## src/rtl/bin_morph_3x3_if.sv

```systemverilog
// Stream bundle for the binary 3x3 morphology engine: the incoming window from the
// matrix generator, the processed 1-bit stream and the per-frame foreground statistics.
interface bin_morph_3x3_if #(
  parameter int CNT_W = 20
);
  logic             matrix_img_vsync;
  logic             matrix_img_href;
  logic             matrix_top_edge_flag;
  logic             matrix_bottom_edge_flag;
  logic             matrix_left_edge_flag;
  logic             matrix_right_edge_flag;
  logic             matrix_p11, matrix_p12, matrix_p13;
  logic             matrix_p21, matrix_p22, matrix_p23;
  logic             matrix_p31, matrix_p32, matrix_p33;
  logic             post_img_vsync;
  logic             post_img_href;
  logic             post_img_bit;
  logic [CNT_W-1:0] frame_fg_count;
  logic             frame_done;

  modport slave (
    input  matrix_img_vsync, matrix_img_href,
    input  matrix_top_edge_flag, matrix_bottom_edge_flag,
    input  matrix_left_edge_flag, matrix_right_edge_flag,
    input  matrix_p11, matrix_p12, matrix_p13,
    input  matrix_p21, matrix_p22, matrix_p23,
    input  matrix_p31, matrix_p32, matrix_p33,
    output post_img_vsync, post_img_href, post_img_bit,
    output frame_fg_count, frame_done
  );

  modport master (
    output matrix_img_vsync, matrix_img_href,
    output matrix_top_edge_flag, matrix_bottom_edge_flag,
    output matrix_left_edge_flag, matrix_right_edge_flag,
    output matrix_p11, matrix_p12, matrix_p13,
    output matrix_p21, matrix_p22, matrix_p23,
    output matrix_p31, matrix_p32, matrix_p33,
    input  post_img_vsync, post_img_href, post_img_bit,
    input  frame_fg_count, frame_done
  );
endinterface

```

## src/rtl/bin_morph_3x3.sv

```systemverilog
// Binary 3x3 erode/dilate/boundary engine with frame-latched mode and pad value,
// 2-cycle latency, and a saturating per-frame foreground pixel counter.
module bin_morph_3x3 #(
  parameter int CNT_W = 20
) (
  input  logic              clk,
  input  logic              rst,
  input  logic [1:0]        cfg_mode,
  input  logic              cfg_pad,
  bin_morph_3x3_if.slave    io
);

  function automatic logic morph_sel(input logic [1:0] mode, input logic centre,
                                     input logic erode, input logic dilate);
    case (mode)
      2'b01:   return erode;
      2'b10:   return dilate;
      2'b11:   return centre & ~erode;
      default: return centre;
    endcase
  endfunction

  function automatic logic [CNT_W-1:0] sat_inc(input logic [CNT_W-1:0] a, input logic inc);
    if (inc && (a != '1)) return a + CNT_W'(1);
    return a;
  endfunction

  logic             vsync_q, vsync_d;
  logic             armed_q, armed_d;
  logic             in_frame_q, in_frame_d;
  logic [1:0]       mode_q, mode_d;
  logic             pad_q, pad_d;
  logic             vsync_p1_q, vsync_p1_d;
  logic             href_p1_q, href_p1_d;
  logic             bit_p1_q, bit_p1_d;
  logic             vsync_p2_q, vsync_p2_d;
  logic             href_p2_q, href_p2_d;
  logic             bit_p2_q, bit_p2_d;
  logic             post_vs_q, post_vs_d;
  logic             active_q, active_d;
  logic [CNT_W-1:0] acc_q, acc_d;
  logic [CNT_W-1:0] cnt_q, cnt_d;
  logic             done_q, done_d;

  logic             vsync_rise, live;
  logic [1:0]       mode_eff;
  logic             pad_eff;
  logic [8:0]       tap;
  logic             post_rise, post_fall;

  // Input stage: frame latch and padded window. armed_q blocks a false rise when
  // reset is released in the middle of a frame.
  always_comb begin
    vsync_rise = io.matrix_img_vsync & ~vsync_q & armed_q;
    live       = vsync_rise | in_frame_q;
    mode_eff   = vsync_rise ? cfg_mode : mode_q;
    pad_eff    = vsync_rise ? cfg_pad  : pad_q;

    vsync_d    = io.matrix_img_vsync;
    armed_d    = armed_q | ~io.matrix_img_vsync;
    mode_d     = mode_eff;
    pad_d      = pad_eff;
    in_frame_d = io.matrix_img_vsync & live;

    tap[0] = (io.matrix_top_edge_flag    | io.matrix_left_edge_flag)  ? pad_eff : io.matrix_p11;
    tap[1] =  io.matrix_top_edge_flag                                 ? pad_eff : io.matrix_p12;
    tap[2] = (io.matrix_top_edge_flag    | io.matrix_right_edge_flag) ? pad_eff : io.matrix_p13;
    tap[3] =  io.matrix_left_edge_flag                                ? pad_eff : io.matrix_p21;
    tap[4] =  io.matrix_p22;
    tap[5] =  io.matrix_right_edge_flag                               ? pad_eff : io.matrix_p23;
    tap[6] = (io.matrix_bottom_edge_flag | io.matrix_left_edge_flag)  ? pad_eff : io.matrix_p31;
    tap[7] =  io.matrix_bottom_edge_flag                              ? pad_eff : io.matrix_p32;
    tap[8] = (io.matrix_bottom_edge_flag | io.matrix_right_edge_flag) ? pad_eff : io.matrix_p33;

    vsync_p1_d = io.matrix_img_vsync & live;
    href_p1_d  = io.matrix_img_href  & live;
    bit_p1_d   = morph_sel(mode_eff, io.matrix_p22, &tap, |tap);
  end

  // Stage 1 -> stage 2: output register, pixel masked outside href.
  always_comb begin
    vsync_p2_d = vsync_p1_q;
    href_p2_d  = href_p1_q;
    bit_p2_d   = bit_p1_q & href_p1_q;
  end

  // Stage 2: foreground statistics on the emitted stream.
  always_comb begin
    post_rise = vsync_p2_q & ~post_vs_q;
    post_fall = ~vsync_p2_q & post_vs_q;
    post_vs_d = vsync_p2_q;
    acc_d     = sat_inc(post_rise ? '0 : acc_q, href_p2_q & bit_p2_q);
    active_d  = active_q;
    if (post_rise)      active_d = 1'b1;
    else if (post_fall) active_d = 1'b0;
    done_d    = post_fall & active_q;
    cnt_d     = done_d ? acc_q : cnt_q;
  end

  always_ff @(posedge clk or posedge rst) begin
    if (rst) begin
      vsync_q    <= 1'b0;
      armed_q    <= 1'b0;
      in_frame_q <= 1'b0;
      mode_q     <= 2'b00;
      pad_q      <= 1'b0;
      vsync_p1_q <= 1'b0;
      href_p1_q  <= 1'b0;
      bit_p1_q   <= 1'b0;
      vsync_p2_q <= 1'b0;
      href_p2_q  <= 1'b0;
      bit_p2_q   <= 1'b0;
      post_vs_q  <= 1'b0;
      active_q   <= 1'b0;
      acc_q      <= '0;
      cnt_q      <= '0;
      done_q     <= 1'b0;
    end else begin
      vsync_q    <= vsync_d;
      armed_q    <= armed_d;
      in_frame_q <= in_frame_d;
      mode_q     <= mode_d;
      pad_q      <= pad_d;
      vsync_p1_q <= vsync_p1_d;
      href_p1_q  <= href_p1_d;
      bit_p1_q   <= bit_p1_d;
      vsync_p2_q <= vsync_p2_d;
      href_p2_q  <= href_p2_d;
      bit_p2_q   <= bit_p2_d;
      post_vs_q  <= post_vs_d;
      active_q   <= active_d;
      acc_q      <= acc_d;
      cnt_q      <= cnt_d;
      done_q     <= done_d;
    end
  end

  assign io.post_img_vsync = vsync_p2_q;
  assign io.post_img_href  = href_p2_q;
  assign io.post_img_bit   = bit_p2_q;
  assign io.frame_fg_count = cnt_q;
  assign io.frame_done     = done_q;

endmodule

```

## src/flat_wrapper.sv

```systemverilog
// flat-port wrapper written by rule: the top's interface ports become plain ports
module bin_morph_3x3_flat 
#(
  parameter int CNT_W = 20
)
  (clk, rst, cfg_mode, cfg_pad, io_matrix_img_vsync, io_matrix_img_href, io_matrix_top_edge_flag, io_matrix_bottom_edge_flag, io_matrix_left_edge_flag, io_matrix_right_edge_flag, io_matrix_p11, io_matrix_p12, io_matrix_p13, io_matrix_p21, io_matrix_p22, io_matrix_p23, io_matrix_p31, io_matrix_p32, io_matrix_p33, io_post_img_vsync, io_post_img_href, io_post_img_bit, io_frame_fg_count, io_frame_done);
  bin_morph_3x3_if #(.CNT_W(CNT_W)) io_i ();
  input  logic clk;
  input  logic rst;
  input  logic [1:0] cfg_mode;
  input  logic cfg_pad;
  input wire logic [$bits(io_i.matrix_img_vsync)-1:0] io_matrix_img_vsync;
  input wire logic [$bits(io_i.matrix_img_href)-1:0] io_matrix_img_href;
  input wire logic [$bits(io_i.matrix_top_edge_flag)-1:0] io_matrix_top_edge_flag;
  input wire logic [$bits(io_i.matrix_bottom_edge_flag)-1:0] io_matrix_bottom_edge_flag;
  input wire logic [$bits(io_i.matrix_left_edge_flag)-1:0] io_matrix_left_edge_flag;
  input wire logic [$bits(io_i.matrix_right_edge_flag)-1:0] io_matrix_right_edge_flag;
  input wire logic [$bits(io_i.matrix_p11)-1:0] io_matrix_p11;
  input wire logic [$bits(io_i.matrix_p12)-1:0] io_matrix_p12;
  input wire logic [$bits(io_i.matrix_p13)-1:0] io_matrix_p13;
  input wire logic [$bits(io_i.matrix_p21)-1:0] io_matrix_p21;
  input wire logic [$bits(io_i.matrix_p22)-1:0] io_matrix_p22;
  input wire logic [$bits(io_i.matrix_p23)-1:0] io_matrix_p23;
  input wire logic [$bits(io_i.matrix_p31)-1:0] io_matrix_p31;
  input wire logic [$bits(io_i.matrix_p32)-1:0] io_matrix_p32;
  input wire logic [$bits(io_i.matrix_p33)-1:0] io_matrix_p33;
  output wire logic [$bits(io_i.post_img_vsync)-1:0] io_post_img_vsync;
  output wire logic [$bits(io_i.post_img_href)-1:0] io_post_img_href;
  output wire logic [$bits(io_i.post_img_bit)-1:0] io_post_img_bit;
  output wire logic [$bits(io_i.frame_fg_count)-1:0] io_frame_fg_count;
  output wire logic [$bits(io_i.frame_done)-1:0] io_frame_done;
  assign io_i.matrix_img_vsync = io_matrix_img_vsync;
  assign io_i.matrix_img_href = io_matrix_img_href;
  assign io_i.matrix_top_edge_flag = io_matrix_top_edge_flag;
  assign io_i.matrix_bottom_edge_flag = io_matrix_bottom_edge_flag;
  assign io_i.matrix_left_edge_flag = io_matrix_left_edge_flag;
  assign io_i.matrix_right_edge_flag = io_matrix_right_edge_flag;
  assign io_i.matrix_p11 = io_matrix_p11;
  assign io_i.matrix_p12 = io_matrix_p12;
  assign io_i.matrix_p13 = io_matrix_p13;
  assign io_i.matrix_p21 = io_matrix_p21;
  assign io_i.matrix_p22 = io_matrix_p22;
  assign io_i.matrix_p23 = io_matrix_p23;
  assign io_i.matrix_p31 = io_matrix_p31;
  assign io_i.matrix_p32 = io_matrix_p32;
  assign io_i.matrix_p33 = io_matrix_p33;
  assign io_post_img_vsync = io_i.post_img_vsync;
  assign io_post_img_href = io_i.post_img_href;
  assign io_post_img_bit = io_i.post_img_bit;
  assign io_frame_fg_count = io_i.frame_fg_count;
  assign io_frame_done = io_i.frame_done;
  bin_morph_3x3 #(.CNT_W(CNT_W)) u_core (.clk(clk), .rst(rst), .cfg_mode(cfg_mode), .cfg_pad(cfg_pad), .io(io_i));
endmodule
```

## config.mk

```make
export PLATFORM = sky130hd
export DESIGN_NAME = bin_morph_3x3_flat
export DESIGN_NICKNAME = d
export VERILOG_FILES = /design/src/rtl/bin_morph_3x3_if.sv /design/src/rtl/bin_morph_3x3.sv /design/src/flat_wrapper.sv
export SDC_FILE = /design/constraint.sdc
export NUM_CORES = 1
export LEC_CHECK = 0
export BUFFER_PORTS_ARGS = -buffer_cell sky130_fd_sc_hd__buf_2
export CAP_MARGIN = 0
export CORE_AREA = 2 2 71 73
export DETAILED_ROUTE_END_ITERATION = 8
export DIE_AREA = 0 0 73 75
export HOLD_SLACK_MARGIN = 0.15
export PLACE_DENSITY = 0.76
export SETUP_SLACK_MARGIN = 0.02
export SLEW_MARGIN = 40
export SYNTH_ARGS = -nofsm -noshare
export SYNTH_HDL_FRONTEND = slang
export SYNTH_SLANG_ARGS = --single-unit
export TNS_END_PERCENT = 1
```

## constraint.sdc

```tcl
create_clock -name clk -period 2.8 [get_ports clk]
set_clock_uncertainty 0.15 [all_clocks]
set_input_delay 0.14 -clock clk [delete_from_list [all_inputs] [get_ports clk]]
set_output_delay 0.14 -clock clk [all_outputs]
set_load 0.05 [all_outputs]
```

# [Yosys cells after proc, flatten, opt, wreduce, memory -nomap -nowiden]
# Cells that the tools add are included.
# W data, S select, Z words.
[word_totals] reg_bits=54 in_bits=20
[classes] n_addsub=1 bitwise_logic=21 n_reduce_logical=4 eq_ne=4 mux=17
[op_table] op="$mux W20" n=3
[op_table] op="$add A20 B1 Y20 const B" n=1
[op_table] op="$ne A20 B20 Y1 const B" n=1
[op_table] op="$mux W1" n=12
[op_table] op="$and A1 B1 Y1" n=10
[op_table] op="$reduce_and A9 Y1" n=1
[op_table] op="$reduce_or A9 Y1" n=1
[op_table] op="$or A1 B1 Y1" n=6
[op_table] op="$not A1 Y1" n=5
[op_table] op="$eq A2 B2 Y1 const B" n=2
[op_table] op="$pmux W1 S3" n=1
[op_table] op="$eq A2 B1 Y1 const B" n=1
[op_table] op="$mux W2" n=1
[op_table] op="$reduce_bool A2 Y1" n=1
[op_table] op="$logic_and A1 B1 Y1" n=1

# [Longest topological paths before layout]
# Gate-level depths: netlist (run 1).
[logic_depth] ltp_word=9 ltp_mapped=10 ltp_nobuf=9

# [Least setup slack after synthesis (run 1)]
# No wires, ideal clock.
[synth_timing] path_kind="register to register" startpoint="reg u_core.vsync_p2_q, in the netlist u_core.io.post_img_vsync" endpoint="reg u_core.acc_q[8]" path_slack_ps=231 required_ps=2518 setup_ps=132 path_stages_with_launch=10 n_path_buf=1 t_arrival_ps=2287 cell_sequence="dfrtp_1 ha_1 and2b_1 ha_1 nand3_4 o311a_1 buf_6 nor3b_2 xnor2_1 nor2_1"
[synth_via] elab_chain_cells=6 elab_cells_between_ends=8
[synth_lines] element="from (decl)" line="bin_morph_3x3.sv:36" source="logic vsync_p2_q, vsync_p2_d;"
[synth_lines] element="from (signal assigned)" line="bin_morph_3x3.sv:127" source="vsync_p2_q <= vsync_p2_d;"
[synth_lines] element="$and A1 B1 Y1 *" line="bin_morph_3x3.sv:89" source="post_rise = vsync_p2_q & ~post_vs_q;"
[synth_lines] element="$mux W20 *" line="bin_morph_3x3.sv:92" source="acc_d = sat_inc(post_rise ? '0 : acc_q, href_p2_q & bit_p2_q);"
[synth_lines] element="parallel branches: the longest is 3 deep, another holds $add A20 B1 Y20"
[synth_lines] element="$mux W20 *" line="bin_morph_3x3.sv:25" source="return a;"
[synth_lines] element="via u_core.acc_d[8]" line="bin_morph_3x3.sv:41" source="logic [CNT_W-1:0] acc_q, acc_d;"
[synth_lines] element="to (signal assigned)" line="bin_morph_3x3.sv:115" source="acc_q <= '0;"
[synth_lines] element="to (signal assigned)" line="bin_morph_3x3.sv:132" source="acc_q <= acc_d;"
[synth_lines] element="to (decl)" line="bin_morph_3x3.sv:41"
# Mark *: on every way through the listed nets, which the timed path passes. The select of a mux whose other input is x is not followed.
# A chain may end at the register's enable or synchronous reset.

# [Worst setup path after layout (run 1)]
# Same ends and word-level chain as after synthesis.

==> summary.md, run 1 <==
| Metric | Value |
|---|---|
| Outcome | complete, no violations |
| Register area | 0.00135 mm² |
| Max Freq | 407 MHz |
| Cts repair resizes | 0 |
| Crit path capture type | flop |
| Post-synth EDFFs | 0 |
| Yosys warning count | 0 |
| Total Routing Usage GR | approximately 18% |
| Clock slew at reported path FFs | 0.08 ns |
| DP Worst Slack | 0.348 ns |
| Final period utilization | 87.8% |
| Layout cells sized above 1 | 31.5% |
| Worst Path Required | 2.84 ns |
| Mapped Area | approximately 0.0025 mm² |
| Root Driver | clkbuf_8 |
| Final WS setup | approximately 0.34 ns |
| Via count | between 1,500 and 2,000 |
| H-tree Lvls | 2 |
| RSZ-0062 raised after global routing | no |
| #FFs+latches synth | 54 |
| Syn avg cell area | 11.7 µm² |
| DRT Pass-1 Iters | 4 |
| Worst-path fanout max | 13 |
| CTS sink cnt | between 50 and 60 |
| Top-area cell type share of the netlist area | 54.4% |
| Part of the power in registers | 54.8% |
| Ys async rst share | between 90% and 100% |
| WS Path Type | reg2reg |
| Pin count of the biggest net entering global routing | 29 |
| Setup Buffers After CTS | 0 |
| Most common cell in the synthesized netlist | dfrtp_1 |
| Seq/Total Area, Yosys | 54.4% |
| Antenna Diode Count | 0 |
| Worst slew margin | 63.2% |
| Hold Fails Final Rpt | 0 |
| Final nets | 290 |
| Avg WL per Cell | 13.5 µm |
| Final Max Slew Viols | 0 |
| Sw frac | 23.1% |
| First-pass GRT wire length | 7380 µm |
| Clk_lat worst skew | 0.30 ns |
| Area contributors post-synth | dfrtp_1, mux2_2, xnor2_1 |
| DRT antenna net count | 0 |
| Port Buf Inserts | 43 |
| Area Growth Syn to Fin | 18.6% |
| Setup TNS | 0 ns |
| Sw Pwr | ~0.00035 W |
| Total power | approximately 0.0015 W |
| Vias per std cell | roughly 5.5 |
| CP Launch Type | flop |
| Top FF cell, synth | dfrtp_1 |
| VDD IR max | approximately 330 µV |
| Die Wd | 73 µm |
| Routed WL | 4340 µm |
| Largest area contributor in the netlist | dfrtp_1 |
| Vias in the first global route | about 1,700 |
| Max cap viols | 0 |
| Total CTS buffers | 5 |
| Die Ht | 75 µm |
| Fin crit period | 2.46 ns |
| Starting Density | 53.3% |
| Initial DRC Count | between 50 and 60 |
| FP Rows | 25 |
| Distinct cell type count after synthesis | 45 |
| Worst slew pin tran | 0.538 ns |
| Leak | around 1.5 nW |
| Die Area | 0.00548 mm² |
| DRC viols | 0 |
| Logic pwr share | 10.9% |
| Area of the multi-input gates | approximately 0.0011 mm² |
| Initial antenna violation count | 0 |
| Clock share of power | 34.3% |
| Non-Filler Instances | 321 |
| Pwr/cell area | 509 mW/mm² |
| Synth top cells by count | dfrtp_1, mux2_2, nor2_1, inv_1, nand2_1 |
| Gpl congestion | 0.851 |
| Flop-to-flop setup slack | 0.34 ns |
| CP arrival | 2.50 ns |
| IO Pins | 44 |
| CTS tree | done |
| Pint | 0.00115 W |
| Final setup viols | 0 |
| Core Area | 0.00466 mm² |
| Global route overflow | 0 |
| CTS Buffer Depth | 2 |
| Placed cell count | 307 |
| Placed wire-length estimate | 3150 µm |
| Mapped Nets | approximately 240 |
| Hold crit path type | in2reg |
| Fill cells | 388 |
| Synth Instances | 212 |
| Cts hold-fix bufs | 7 |
==> cell usage in the layout (no fill, tap or decap), types with 4 or more instances in the layout <==
master | netlist | layout
xnor2_1 | 8 | 8
buf_2 | 1 | 43
nor2b_1 | 8 | 8
mux2_2 | 22 | 22
nand4_1 | 5 | 5
a21oi_1 | 9 | 9
clkbuf_8 | 0 | 6
dlygate4sd3_1 | 0 | 7
dfrtp_1 | 54 | 54
xor2_1 | 6 | 6
nor2_1 | 12 | 12
inv_1 | 11 | 10
nand2b_1 | 4 | 4
o21ai_0 | 7 | 7
nand2_1 | 11 | 10
==> cells by family after synthesis <==
kind of cell | count (synthesis) | synth area share, %
AND/OR/NAND/NOR | 71 | 17.6
buffers and inverters | 16 | 2.77
XOR/XNOR | 14 | 4.94
multiplexers | 24 | 10.8
adder cells (fa/ha/maj) | 3 | 1.51
flip-flops | 54 | 54.4
AO/OA/AOI/OAI | 30 | 7.91
==> metal layers <==
metal / GRT usage, % / share of wire [%] / routed length [µm] / vias up
met2: 29.5 / 49 / 2120 / 45
met4: 6.58 / 1.9 / 83 / 0
met3: 4.82 / 4.2 / 182 / 9
met1: 22.0 / 45 / 1960 / 862
met5: 0 / 0 / 0 / -
li1: - / - / - / 853
==> stage by stage <==
stage / utilization [%] / hold WS (ns) / cell area [µm²]
finish: 63.2 / 0.182 / 2950
global route: 63.2 / 0.233 / 2950
CTS: 63.2 / 0.152 / 2950
detailed placement: 59.3 / 0.0701 / 2760
global placement: 59.2 / 0.0735 / 2760
floorplan: - / 0.0214 / 2480
==> layout make-up <==
cell class                      instances  area share [%]
Tap cell                               54            2.29
Clock inverter                          1            1.02
Timing Repair Buffer                   53            10.5
Sequential cell                        54            45.9
Inverter                               11            1.40
Clock buffer                            6            2.80
Multi-Input combinational cell        142            36.2
==> critical path: stages (launching register included) <==
cell and delay [ns]:
dfrtp_1 0.41, ha_1 0.25, buf_4 0.19, and4b_2 0.34, nand3_4 0.13, o311a_1 0.50, nor3b_2 0.21, xnor2_1 0.13
nor2_1 0.05
==> path summary, 6_finish.rpt <==
check / start / cells after the start / to
max: u_core.io.post_img_vsync / 8 / u_core.acc_q[8]
min: io_matrix_p12 / 4 / u_core.bit_p1_q
max reg2reg: u_core.io.post_img_vsync / 8 / u_core.acc_q[8]
min reg2reg: u_core.href_p1_q / 0 / u_core.io.post_img_href
max in group asynchronous: rst / 4 / u_core.io.post_img_vsync
min in group asynchronous: rst / 3 / u_core.acc_q[10]
==> power by group through the flow <==
stage	combinational, W	sequential [W]	clock (W)
finish	0.000164	0.000821	0.000514
global route	0.000182	0.000825	0.000556
CTS	0.000166	0.000821	0.000525
detailed placement	0.000158	0.000837	0
global placement	0.000154	0.000835	0
floorplan	0.0000780	0.000865	0
No activity file was read; power rests on OpenSTA's default activity.
==> run 2: changes to the inputs <==
--- a/config.mk
+++ b/config.mk
@@ -7,11 +7,11 @@
 export LEC_CHECK = 0
 export BUFFER_PORTS_ARGS = -buffer_cell sky130_fd_sc_hd__buf_2
 export CAP_MARGIN = 0
-export CORE_AREA = 2 2 71 73
+export CORE_AREA = 2 2 70 72
 export DETAILED_ROUTE_END_ITERATION = 8
-export DIE_AREA = 0 0 73 75
+export DIE_AREA = 0 0 72 74
 export HOLD_SLACK_MARGIN = 0.15
-export PLACE_DENSITY = 0.76
+export PLACE_DENSITY_LB_ADDON = 0.15
 export SETUP_SLACK_MARGIN = 0.02
 export SLEW_MARGIN = 40
 export SYNTH_ARGS = -nofsm -noshare
==> constraint.sdc (replaced) <==
create_clock -name clk -period 2.9 [get_ports clk]
set_clock_uncertainty 0.15 [all_clocks]
set_input_delay 0.145 -clock clk [delete_from_list [all_inputs] [get_ports clk]]
set_output_delay 0.145 -clock clk [all_outputs]
set_load 0.05 [all_outputs]
==> summary.md, run 2 (synthesis gave the netlist of run 1 again) <==
| Metric | Value |
|---|---|
| Outcome | complete, no violations |
| Crit path capture type | flop |
| RSZ-0062 raised after global routing | no |
| Sw frac | between 20% and 30% |
| Total Routing Usage GR | 18.4% |
| Routed WL | ~4300 µm |
| Port Buf Inserts | 43 |
| Core Area | 0.00460 mm² |
| Vias per std cell | 5.46 |
| Initial antenna violation count | 0 |
| Vias in the first global route | 1,644 |
| DRC viols | 0 |
| Initial DRC Count | 97 |
| Leak | 1.48 nW |
| CP Launch Type | primary input |
| Max Freq | 370 MHz |
| Setup TNS | 0 ns |
| Max cap viols | 0 |
| Die Ht | 74 µm |
| Worst-path fanout max | 5 |
| Final nets | 290 |
| Worst Path Required | 2.94 ns |
| Fin crit period | between 2 and 3 ns |
| Pwr/cell area | between 400 and 500 mW/mm² |
| Antenna Diode Count | 0 |
| Worst slew pin tran | ~0.59 ns |
| FP Rows | 25 |
| Clk_lat worst skew | ~0.30 ns |
| CTS tree | done |
| Area Growth Syn to Fin | 17.9% |
| Final period utilization | between 90% and 100% |
| Avg WL per Cell | 13.5 µm |
| Die Wd | a little over 70 µm |
| Crit-path max cell delay | 0.56 ns |
| Hold crit path type | in2reg |
| Hold Fails Final Rpt | 0 |
| DRT Pass-1 Iters | 4 |
| CP arrival | 2.73 ns |
| Layout cells sized above 1 | approximately 31% |
| CTS Buffer Depth | 2 |
| Final setup viols | 0 |
| Worst slew margin | 60.6% |
| Cell-by-cell trace of the critical path | dlygate4sd3_1, buf_2, nand3b_1, a21boi_1, nor2_1, a2111oi_0, a21oi_1, a211o_1, dlygate4sd3_1 |
| Total CTS buffers | 5 |
| Global route overflow | 0 |
| Most common cell on crit path | dlygate4sd3_1 |
| Commonest non-fill, non-tap cell in the layout | dfrtp_1 |
| CP max stage cell | dlygate4sd3_1 |
| Root Driver | clkbuf_8 |
| Total power | between 0.001 and 0.0015 W |
| Placed wire-length estimate | approximately 3100 µm |
| Logic pwr share | roughly an eighth |
| Starting Density | 54.0% |
| Part of the power in registers | 57.9% |
| Via count | 1,759 |
| WS Path Type | in2reg |
| DRT antenna net count | 0 |
| H-tree Lvls | 2 |
| Clock slew at reported path FFs | approximately 0.090 ns |
| Non-Filler Instances | 322 |
| Placed cell count | 306 |
| Most frequent cells in the layout | dfrtp_1, buf_2, mux2_2 |
| Pin count of the biggest net entering global routing | 50 |
| CTS sink cnt | 54 |
| Gpl congestion | a little under 0.8 |
| VDD IR max | 215 µV |
| Final Max Slew Viols | 0 |
| Sw Pwr | approximately 0.00034 W |
| Pint | 0.00103 W |
| Die Area | 0.00533 mm² |
| Clock share of power | approximately 30% |
| IO Pins | 44 |
| Min Hold Slack | 0.183 ns |
| Flop-to-flop setup slack | 0.23 ns |
| First-pass GRT wire length | 7540 µm |
## run 2: power groups by stage
stage                     Combinational, W  Sequential, W  Clock (W)
after detailed placement          0.000152       0.000808          0
after global placement            0.000150       0.000806          0
after CTS                         0.000163       0.000793   0.000435
final                             0.000161       0.000793   0.000416
after global routing              0.000178       0.000796   0.000463
after floorplan                  0.0000754       0.000835          0
## run 2: worst paths after layout
kind | start | cells past startpoint | to
worst min register to register | u_core.href_p1_q | 0 | u_core.io.post_img_href
min in group asynchronous | rst | 4 | u_core.io.frame_fg_count[10]
worst max-delay path | io_matrix_img_vsync | 9 | u_core.bit_p1_q
worst max register to register | u_core.vsync_q | 7 | u_core.bit_p1_q
max in group asynchronous | rst | 5 | u_core.io.frame_fg_count[3]
worst min-delay path | cfg_pad | 4 | u_core.pad_q
## run 2: timing repair
item / in CTS / in global routing
endpoints found under the hold margin: 61 / 0
buffers inserted: 0 / 0
hold buffers: 8 / 0
setup endpoints to repair: 0 / 1
gates resized for setup: 0 / 1
## run 2: final cells by class
| cell class | instances | area (µm²) |
|---|---|---|
| Clock inverter | 1 | 5.00 |
| Clock buffer | 7 | 86.3 |
| Fill cell | 376 | 1670 |
| Multi-Input combinational cell | 142 | 1060 |
| Sequential cell | 54 | 1350 |
| Inverter | 11 | 41.3 |
| Tap cell | 54 | 67.6 |
| Timing Repair Buffer | 53 | 310 |
## run 2: through the flow
step	setup slack [ns]	cell area, µm²	util [%]
2_1_floorplan	0.331	2480	-
3_3_place_gp	0.476	2750	59.9
3_5_place_dp	0.410	2760	59.9
4_1_cts	0.123	2930	63.6
5_1_grt	0.0731	2930	63.6
6_report	0.201	2930	63.6
## run 2: critical path, delay by kind of cell
family / cells / cell delay, ns
buffers and inverters: 3 / 1.22
AO/OA/AOI/OAI: 4 / 1.09
AND/OR/NAND/NOR: 2 / 0.28
## run 2: routing by layer
metal,vias to the layer above,part of all wire [%],track usage (%)
li1,859,-,-
met2,43,49,31.2
met4,0,1.4,6.29
met1,853,46,23.7
met3,4,3.9,4.20
met5,-,0,0
==> run 3: changes to the inputs <==
--- a/config.mk
+++ b/config.mk
@@ -8,10 +8,11 @@
 export BUFFER_PORTS_ARGS = -buffer_cell sky130_fd_sc_hd__buf_2
 export CAP_MARGIN = 0
 export CORE_AREA = 2 2 70 72
+export CTS_BUF_LIST = sky130_fd_sc_hd__clkbuf_16
 export DETAILED_ROUTE_END_ITERATION = 8
 export DIE_AREA = 0 0 72 74
 export HOLD_SLACK_MARGIN = 0.15
-export PLACE_DENSITY_LB_ADDON = 0.15
+export PLACE_DENSITY = 0.78
 export SETUP_SLACK_MARGIN = 0.02
 export SLEW_MARGIN = 40
 export SYNTH_ARGS = -nofsm -noshare
==> summary.md, run 3 (synthesis gave the netlist of run 1 again) <==
| Metric | Value |
|---|---|
| CP Launch Type | primary input |
| Initial antenna violation count | 0 |
| Worst slew margin | 56.9% |
| Layout cells sized above 1 | 31.1% |
| Hold Fails Final Rpt | 0 |
| WHS Endpoint | u_core.pad_q |
| Crit path capture type | flop |
| Setup Buffers After CTS | 0 |
| Final Util | 64.6% |
| VDD IR max | 449 µV |
| Hold crit path type | in2reg |
| Final period utilization | 91.4% |
| Fin crit period | 2.65 ns |
| Vias per std cell | between 5 and 6 |
| Total CTS buffers | 5 |
| Pwr/cell area | between 500 and 600 mW/mm² |
| CTS tree | done |
| CP arrival | about 2.7 ns |
| Die Ht | ~74 µm |
| Worst slew pin tran | 0.647 ns |
| Gpl congestion | 0.833 |
| Area after detailed placement | 0.00276 mm² |
| Port Buf Inserts | 43 |
| RSZ-0062 raised after global routing | no |
| Initial DRC Count | 93 |
| Leak | ~1.5 nW |
| Die Area | 0.00533 mm² |
| Worst Path Required | around 2.9 ns |
| CTS Buffer Depth | 2 |
| Clk_lat worst skew | just under 0.3 ns |
| Area Growth Syn to Fin | 19.7% |
| Crit-path max cell delay | approximately 0.55 ns |
| Placed wire-length estimate | 2930 µm |
| Setup TNS | 0 ns |
| Starting Density | 54.0% |
| Final nets | 290 |
| H-tree Lvls | 2 |
| Root Driver | clkbuf_16 |
| Max cap viols | 0 |
| Pin count of the biggest net entering global routing | 55 |
| Via count | 1,740 |
| DRT antenna net count | 0 |
| Commonest non-fill, non-tap cell in the layout | dfrtp_1 |
| Cell-by-cell trace of the critical path | dlygate4sd3_1, buf_2, nand3b_1, a21boi_1, nor2_1, a2111oi_1, a21oi_1, a211o_1, dlygate4sd3_1 |
| Outcome | complete, no violations |
| Routed WL | 4160 µm |
| FP Rows | 25 |
| First-pass GRT wire length | 7080 µm |
| Worst r2r path cells | 7 |
| Hold Crit Depth | 4 |
| Most common cell on crit path | dlygate4sd3_1 |
| IO Pins | 44 |
| Clock slew at reported path FFs | about 0.06 ns |
| Antenna Diode Count | 0 |
| CTS sink cnt | 54 |
| Global route overflow | 0 |
| Die Wd | 72 µm |
| Final Max Slew Viols | 0 |
| Max Freq | roughly 380 MHz |
| Reg2reg end | u_core.bit_p1_q |
| Core Area | ~0.0046 mm² |
| Min-delay src | cfg_pad |
| WS Path Type | in2reg |
| DRT Pass-1 Iters | 5 |
| Flop-to-flop setup slack | 0.31 ns |
| CP max stage cell | dlygate4sd3_1 |
| Vias in the first global route | 1,659 |
| Total Routing Usage GR | between 10% and 20% |
| Worst-path fanout max | 5 |
| Most frequent cells in the layout | dfrtp_1, buf_2, mux2_2 |
| Fin area | between 0.002 and 0.003 mm² |
| Avg WL per Cell | approximately 13 µm |
| Reg-to-reg startpoint | u_core.vsync_q |
| Final setup viols | 0 |
| DRC viols | 0 |
==> run 3: worst max path at each step <==
stage	from	endpoint	slack, ns	cells past startpoint
6_report	io_matrix_img_vsync	u_core.bit_p1_q	0.25	9
5_1_grt	io_matrix_img_vsync	u_core.bit_p1_q	0.12	9
4_1_cts	io_matrix_img_vsync	u_core.bit_p1_q	0.11	9
3_5_place_dp	u_core.io.post_img_vsync	u_core.acc_q[8]	0.44	8
3_3_place_gp	u_core.io.post_img_vsync	u_core.acc_q[8]	0.52	8
2_1_floorplan	u_core.io.post_img_vsync	u_core.acc_q[8]	0.33	9
==> run 3: where the power goes <==
part | internal (W) | leakage, nW | switching (W)
registers | 0.000780 | 0.730 | 0.0000143
logic | 0.0000610 | 0.702 | 0.000100
clock network | 0.000311 | 0.0671 | 0.000234
total | 0.00115 | 1.50 | 0.000348
==> run 3: worst max-delay path, delay by kind of cell <==
kind / cells / cell delay, ns
buffers and inverters: 3 / 1.21
AO/OA/AOI/OAI: 4 / 1.07
AND/OR/NAND/NOR: 2 / 0.24
==> run 3: area by class of cell <==
cell class,instances,area [µm²]
fill,354,1630
sequential,54,1350
multi-input combinational,142,1070
timing repair buffer,53,308
clock buffer,5,125
tap,54,67.6
inverter,11,41.3
clock inverter,2,11.3
==> run 3: per-layer routing <==
layer	vias up	global-route usage, %	wire (µm)
met4	0	10.3	103
met3	9	3.93	231
met1	814	21.2	1830
li1	860	-	-
met5	-	0	0
met2	57	28.8	2000
==> run 3: per-stage QoR <==
stage	hold WS, ns	instances	total power (W)	worst slack (ns)
floorplan	0.0264	212	0.000911	0.331
global placement	0.156	307	0.000954	0.522
detailed placement	0.165	307	0.000959	0.442
CTS	0.217	321	0.00152	0.114
global route	0.224	321	0.00157	0.116
finish	0.194	321	0.00150	0.248
==> run 3: what timing repair did <==
item                                    in CTS  in global routing
endpoints found under the hold margin       61                  0
hold buffers                                 7                  0
gates resized for setup                      0                  2
endpoints found under the setup margin       0                  1
